==> src/rtl/key_conditioner.sv <==
// Pushbutton conditioner: turns the raw, bouncing, active-low start and mode
// buttons into a one-clk start pulse and a debounced toggling mode level.

// One debounce channel: 2-FF synchronizer, counter and 4-state press/release FSM.
module key_conditioner_channel #(
    parameter int unsigned DEBOUNCE_CYCLES = 1_000_000,
    parameter int unsigned CNT_W           = $clog2(DEBOUNCE_CYCLES)
) (
    input  logic clk,
    input  logic key_reset,
    input  logic btn_n_i,
    output logic fire_c,
    output logic held_c
);

    localparam logic [CNT_W-1:0] CNT_LAST = CNT_W'(DEBOUNCE_CYCLES - 1);
    localparam logic [CNT_W-1:0] CNT_ONE  = CNT_W'(1);

    typedef enum logic [1:0] {
        ST_IDLE         = 2'd0,
        ST_PRESS_WAIT   = 2'd1,
        ST_PRESSED      = 2'd2,
        ST_RELEASE_WAIT = 2'd3
    } state_e;

    logic [1:0]       sync_q;
    logic             pressed;
    state_e           state_q;
    state_e           state_d;
    logic [CNT_W-1:0] cnt_q;
    logic [CNT_W-1:0] cnt_d;

    // Two-stage synchronizer; resets to the released level.
    always_ff @(posedge clk or posedge key_reset) begin
        if (key_reset) begin
            sync_q <= 2'b11;
        end else begin
            sync_q <= {sync_q[0], btn_n_i};
        end
    end

    assign pressed = ~sync_q[1];

    // State and debounce counter registers.
    always_ff @(posedge clk or posedge key_reset) begin
        if (key_reset) begin
            state_q <= ST_RELEASE_WAIT;
            cnt_q   <= '0;
        end else begin
            state_q <= state_d;
            cnt_q   <= cnt_d;
        end
    end

    // Next state: accept a level only after DEBOUNCE_CYCLES stable samples.
    always_comb begin
        state_d = state_q;
        cnt_d   = cnt_q;
        fire_c  = 1'b0;
        case (state_q)
            ST_IDLE: begin
                if (pressed) begin
                    state_d = ST_PRESS_WAIT;
                    cnt_d   = '0;
                end
            end
            ST_PRESS_WAIT: begin
                if (!pressed) begin
                    state_d = ST_IDLE;
                end else if (cnt_q == CNT_LAST) begin
                    state_d = ST_PRESSED;
                    fire_c  = 1'b1;
                end else begin
                    cnt_d = cnt_q + CNT_ONE;
                end
            end
            ST_PRESSED: begin
                if (!pressed) begin
                    state_d = ST_RELEASE_WAIT;
                    cnt_d   = '0;
                end
            end
            ST_RELEASE_WAIT: begin
                if (pressed) begin
                    state_d = ST_PRESSED;
                end else if (cnt_q == CNT_LAST) begin
                    state_d = ST_IDLE;
                end else begin
                    cnt_d = cnt_q + CNT_ONE;
                end
            end
            default: begin
                state_d = ST_RELEASE_WAIT;
                cnt_d   = '0;
            end
        endcase
    end

    // Held while the accepted level is "pressed" (release still being debounced counts).
    assign held_c = (state_q == ST_PRESSED) || (state_q == ST_RELEASE_WAIT);

endmodule

module key_conditioner #(
    parameter int unsigned IN_CLK_HZ       = 50_000_000,
    parameter int unsigned DEBOUNCE_CYCLES = IN_CLK_HZ / 50,
    parameter int unsigned CNT_W           = $clog2(DEBOUNCE_CYCLES)
) (
    input  logic clk,
    input  logic key_reset,
    input  logic btn_start_n,
    input  logic btn_mod_n,
    output logic key_start,
    output logic mod,
    output logic start_held
);

    logic start_fire_c;
    logic mod_fire_c;
    logic start_held_c;
    logic mod_held_c;
    logic key_start_q;
    logic mod_q;

    key_conditioner_channel #(
        .DEBOUNCE_CYCLES (DEBOUNCE_CYCLES),
        .CNT_W           (CNT_W)
    ) u_start (
        .clk       (clk),
        .key_reset (key_reset),
        .btn_n_i   (btn_start_n),
        .fire_c    (start_fire_c),
        .held_c    (start_held_c)
    );

    key_conditioner_channel #(
        .DEBOUNCE_CYCLES (DEBOUNCE_CYCLES),
        .CNT_W           (CNT_W)
    ) u_mod (
        .clk       (clk),
        .key_reset (key_reset),
        .btn_n_i   (btn_mod_n),
        .fire_c    (mod_fire_c),
        .held_c    (mod_held_c)
    );

    // Start pulse lasts the single cycle after acceptance; mode flips on the same edge.
    always_ff @(posedge clk or posedge key_reset) begin
        if (key_reset) begin
            key_start_q <= 1'b0;
            mod_q       <= 1'b0;
        end else begin
            key_start_q <= start_fire_c;
            mod_q       <= mod_q ^ mod_fire_c;
        end
    end

    assign key_start  = key_start_q;
    assign mod        = mod_q;
    assign start_held = start_held_c;

    logic unused_mod_held;
    assign unused_mod_held = mod_held_c;

endmodule

==> config.mk <==
export PLATFORM = sky130hd
export DESIGN_NAME = key_conditioner
export DESIGN_NICKNAME = d
export VERILOG_FILES = /design/src/rtl/key_conditioner.sv
export SDC_FILE = /design/constraint.sdc
export NUM_CORES = 1
export LEC_CHECK = 0
export BUFFER_PORTS_ARGS = -buffer_cell sky130_fd_sc_hd__buf_2
export CAP_MARGIN = 20
export CORE_MARGIN = 5
export CORE_UTILIZATION = 44
export CTS_CLUSTER_SIZE = 40
export DETAILED_ROUTE_END_ITERATION = 10
export GPL_ROUTABILITY_DRIVEN = 0
export PLACE_DENSITY = 0.63
export SLEW_MARGIN = 40
export SYNTH_ARGS = -nofsm -noshare
export SYNTH_HDL_FRONTEND = slang
export SYNTH_SLANG_ARGS = --single-unit
==> constraint.sdc <==
create_clock -name clk -period 5.3 [get_ports clk]
set_clock_uncertainty 0.2 [all_clocks]
set_input_delay 0.795 -clock clk [delete_from_list [all_inputs] [get_ports clk]]
set_output_delay 0.795 -clock clk [all_outputs]
set_load 0.01 [all_outputs]
==> results.toml <==
[layout]
drive_gt1_frac = 0.126
fill_cells = 543
n_antenna_cell = 0
final_cell_area_um2 = 2830
area_growth_syn_to_layout_pct = 7.92
final_nets = 290

[logic_synthesis]
syn_area_um2 = 2620
syn_inst = 276
synthDistinctLibCells = 47
syn-num-nets = 282
syn_avg_cell_area_um2 = 9.50
synth_edf_count = 0
ys_warn_count = 0
seq_area_frac_synth = 0.481
ys_ff_latch = 50
async_reset_ff_frac = 1.00
synthFlopType = "dfrtp_1"

[grt]
grt_pass1_wl_mm = 9.41
grt_start_max_net_pins = 51
grt_pass1_vias = 2076
track_usage = 0.153
grt-ovfl-total = 0
antenna_found_initial = 0

[power_and_ir_drop]
p_leak_nw = 1.16
seq_power_share = 0.582
switching_share = 0.250
p_comb_frac = 0.064
clockPowerShare = 0.353
internal_power_uw = 530
p_per_area_nw_per_um2 = 250
p_sw_uw = 177
power_uw = 707
ir_drop_mv = 0.158

[routing]
drt_first_iter_violations = 105
drc = 0
firstDrtPassIters = 4
postRouteAntennaNets = 0
via_per_inst = 5.74
wl_mm = 5.24
vias = 2066
wl_per_cell_um = 14.6

[clock_network]
cts_root_buf = "clkbuf_8"
cts_tree = "yes"
cts.path.max_buffers = 2
hold_buffers = 0
htreeDepth = 2
cts_buffers = 5
post-cts-setup-buffer-count = 0
clock_latency_ns = 0.30
clk_pin_slew_ns = 0.09
cts_sinks = 50
cts_resized = 0

[placed_design]
post-dp-hpwl_mm = 3.49
io_buffers = 6
place_area_um2 = 2730

[worst_setup_path]
crit_type = "register to register"
required_ns = 5.32
start_kind = "register"
rrSetupSlack_ns = 2.83
path_max_fanout = 17
cp.arrival_ns = 2.49
cp-end-kind = "register"

[timing]
max_clock_freq_ghz = 0.404
maxSlewViolCount = 0
rsz0062_at_grt = "no"
setup_tns_ns = 0
period_share = 0.467
worstMarginPinSlew_ns = 0.767
finalSetupViolCount = 0
relSlewSlack = 0.489
hold_viol_final = 0
period_minus_slack_ns = 2.47

[floorplanning]
die_w_um = 87.2
initial_core_util = 0.448
core-area_um2 = 5850
die_area_um2 = 7600
die_y_um = 87.2
num_rows = 28
pin_count = 7

[run_status]
status = "completed"

[run]
cap_violations = 0

[hold_path]
hp-class = "register to register"
layout by cell type, fill, tap and decap left out, types with 2 or more instances in the layout:
| cell type | netlist | routed |
|---|---|---|
| a211o_1 | 2 | 2 |
| a211oi_1 | 3 | 3 |
| a21o_1 | 6 | 6 |
| a21oi_1 | 10 | 10 |
| a22o_1 | 4 | 4 |
| and2_1 | 3 | 3 |
| and3_1 | 3 | 3 |
| buf_2 | 1 | 6 |
| clkbuf_8 | 0 | 7 |
| dfrtp_1 | 42 | 42 |
| dfstp_2 | 8 | 8 |
| ha_1 | 2 | 2 |
| inv_1 | 11 | 10 |
| mux2i_1 | 2 | 2 |
| nand2_1 | 24 | 24 |
| nand3_1 | 24 | 24 |
| nand4_1 | 12 | 12 |
| nor2_1 | 26 | 26 |
| nor3_1 | 7 | 7 |
| nor3b_1 | 2 | 2 |
| nor4_1 | 4 | 4 |
| nor4_2 | 2 | 2 |
| nor4bb_1 | 2 | 2 |
| o211ai_1 | 4 | 4 |
| o21ai_0 | 19 | 19 |
| o22ai_1 | 2 | 2 |
| o311ai_0 | 2 | 2 |
| o31ai_1 | 3 | 3 |
| or3_1 | 9 | 9 |
| xnor2_1 | 5 | 5 |
| xor2_1 | 12 | 12 |
cell type report:
type,count,area [um^2],share of cell area
Sequential cell,50,1260,0.446
Tap cell,75,93.8,0.0332
Inverter,12,47.5,0.0168
Multi-Input combinational cell,208,1280,0.454
Timing Repair Buffer,7,37.5,0.0133
Clock inverter,1,8.76,0.00309
Clock buffer,7,96.3,0.0340
power groups by stage:
stage          logic (mW)  clock network (mW)  registers [mW]
6_report           0.0455               0.250           0.412
5_1_grt            0.0533               0.276           0.414
4_1_cts            0.0467               0.259           0.412
3_5_place_dp       0.0464                   0           0.419
3_3_place_gp       0.0455                   0           0.418
2_1_floorplan      0.0367                   0           0.414
path summary, 6_finish.rpt:
check                      depth (start not counted)                           to                   startpoint
hold / removal                                     0  u_start.sync_q[1]$_DFF_PP1_  u_start.sync_q[0]$_DFF_PP1_
hold reg to reg                                    0  u_start.sync_q[1]$_DFF_PP1_  u_start.sync_q[0]$_DFF_PP1_
min in group asynchronous                          2   u_mod.cnt_q[3]$_DFFE_PP0P_                    key_reset
max in group asynchronous                          2  u_mod.cnt_q[16]$_DFFE_PP0P_                    key_reset
setup reg to reg                                   6   u_mod.cnt_q[8]$_DFFE_PP0P_   u_mod.cnt_q[0]$_DFFE_PP0P_
setup / recovery                                   6   u_mod.cnt_q[8]$_DFFE_PP0P_   u_mod.cnt_q[0]$_DFFE_PP0P_
state kept, by name, summed over array words and instances, names as in the netlist, named ones only:
name / flops
key_start: 1
u_start.sync_q: 2
u_mod.sync_q: 2
u_mod.cnt_q: 20
u_start.cnt_q: 20
u_start.state_q: 1
mod: 1
u_mod.state_q: 1
logic make-up after synthesis:
kind of cell | synth area share
AO/OA/AOI/OAI | 0.162
AND/OR/NAND/NOR | 0.254
flip-flops | 0.481
multiplexers | 0.00763
buffers and inverters | 0.0291
adder cells (fa/ha/maj) | 0.00954
XOR/XNOR | 0.0568
critical path, stage by stage (launching register included):
cell     delay [ns]
dfrtp_1        0.41
ha_1           0.24
nand3_4        0.12
or3_4          0.42
o31ai_4        0.68
o21ai_0        0.20
o21ai_0        0.12
Yosys cell counts, types with 2 or more instances:
| master | instances | area (um^2) |
|---|---|---|
| a211o_1 | 2 | 17.5 |
| a211oi_1 | 3 | 22.5 |
| a21o_1 | 6 | 45.0 |
| a21oi_1 | 10 | 50.1 |
| a22o_1 | 4 | 35.0 |
| and2_1 | 3 | 18.8 |
| and3_1 | 3 | 18.8 |
| clkbuf_1 | 4 | 15.0 |
| dfrtp_1 | 42 | 1050 |
| dfstp_2 | 8 | 210 |
| ha_1 | 2 | 25.0 |
| inv_1 | 11 | 41.3 |
| mux2i_1 | 2 | 20.0 |
| nand2_1 | 24 | 90.1 |
| nand3_1 | 24 | 120 |
| nand4_1 | 12 | 75.1 |
| nor2_1 | 26 | 97.6 |
| nor3_1 | 7 | 35.0 |
| nor3b_1 | 2 | 15.0 |
| nor4_1 | 4 | 25.0 |
| nor4_2 | 2 | 25.0 |
| nor4bb_1 | 2 | 20.0 |
| o211ai_1 | 4 | 30.0 |
| o21ai_0 | 19 | 95.1 |
| o22ai_1 | 2 | 12.5 |
| o311ai_0 | 2 | 17.5 |
| o31ai_1 | 3 | 22.5 |
| or3_1 | 9 | 56.3 |
| xnor2_1 | 5 | 43.8 |
| xor2_1 | 12 | 105 |
per-stage QoR:
| step | hold WS (ns) | util | std cells | worst slack [ns] |
|---|---|---|---|---|
| floorplan | 0.145 | - | 276 | 3.12 |
| global placement | 0.146 | 0.465 | 352 | 2.94 |
| detailed placement | 0.149 | 0.466 | 352 | 2.85 |
| CTS | 0.163 | 0.484 | 360 | 2.82 |
| global route | 0.171 | 0.484 | 360 | 2.62 |
| finish | 0.161 | 0.484 | 360 | 2.83 |
per-layer routing:
layer / part of all wire / global-route usage
met5: 0 / 0
met4: 0.0086 / 0.0474
met3: 0.024 / 0.0303
met2: 0.50 / 0.259
met1: 0.47 / 0.196
No activity file was read; power rests on OpenSTA's default activity.
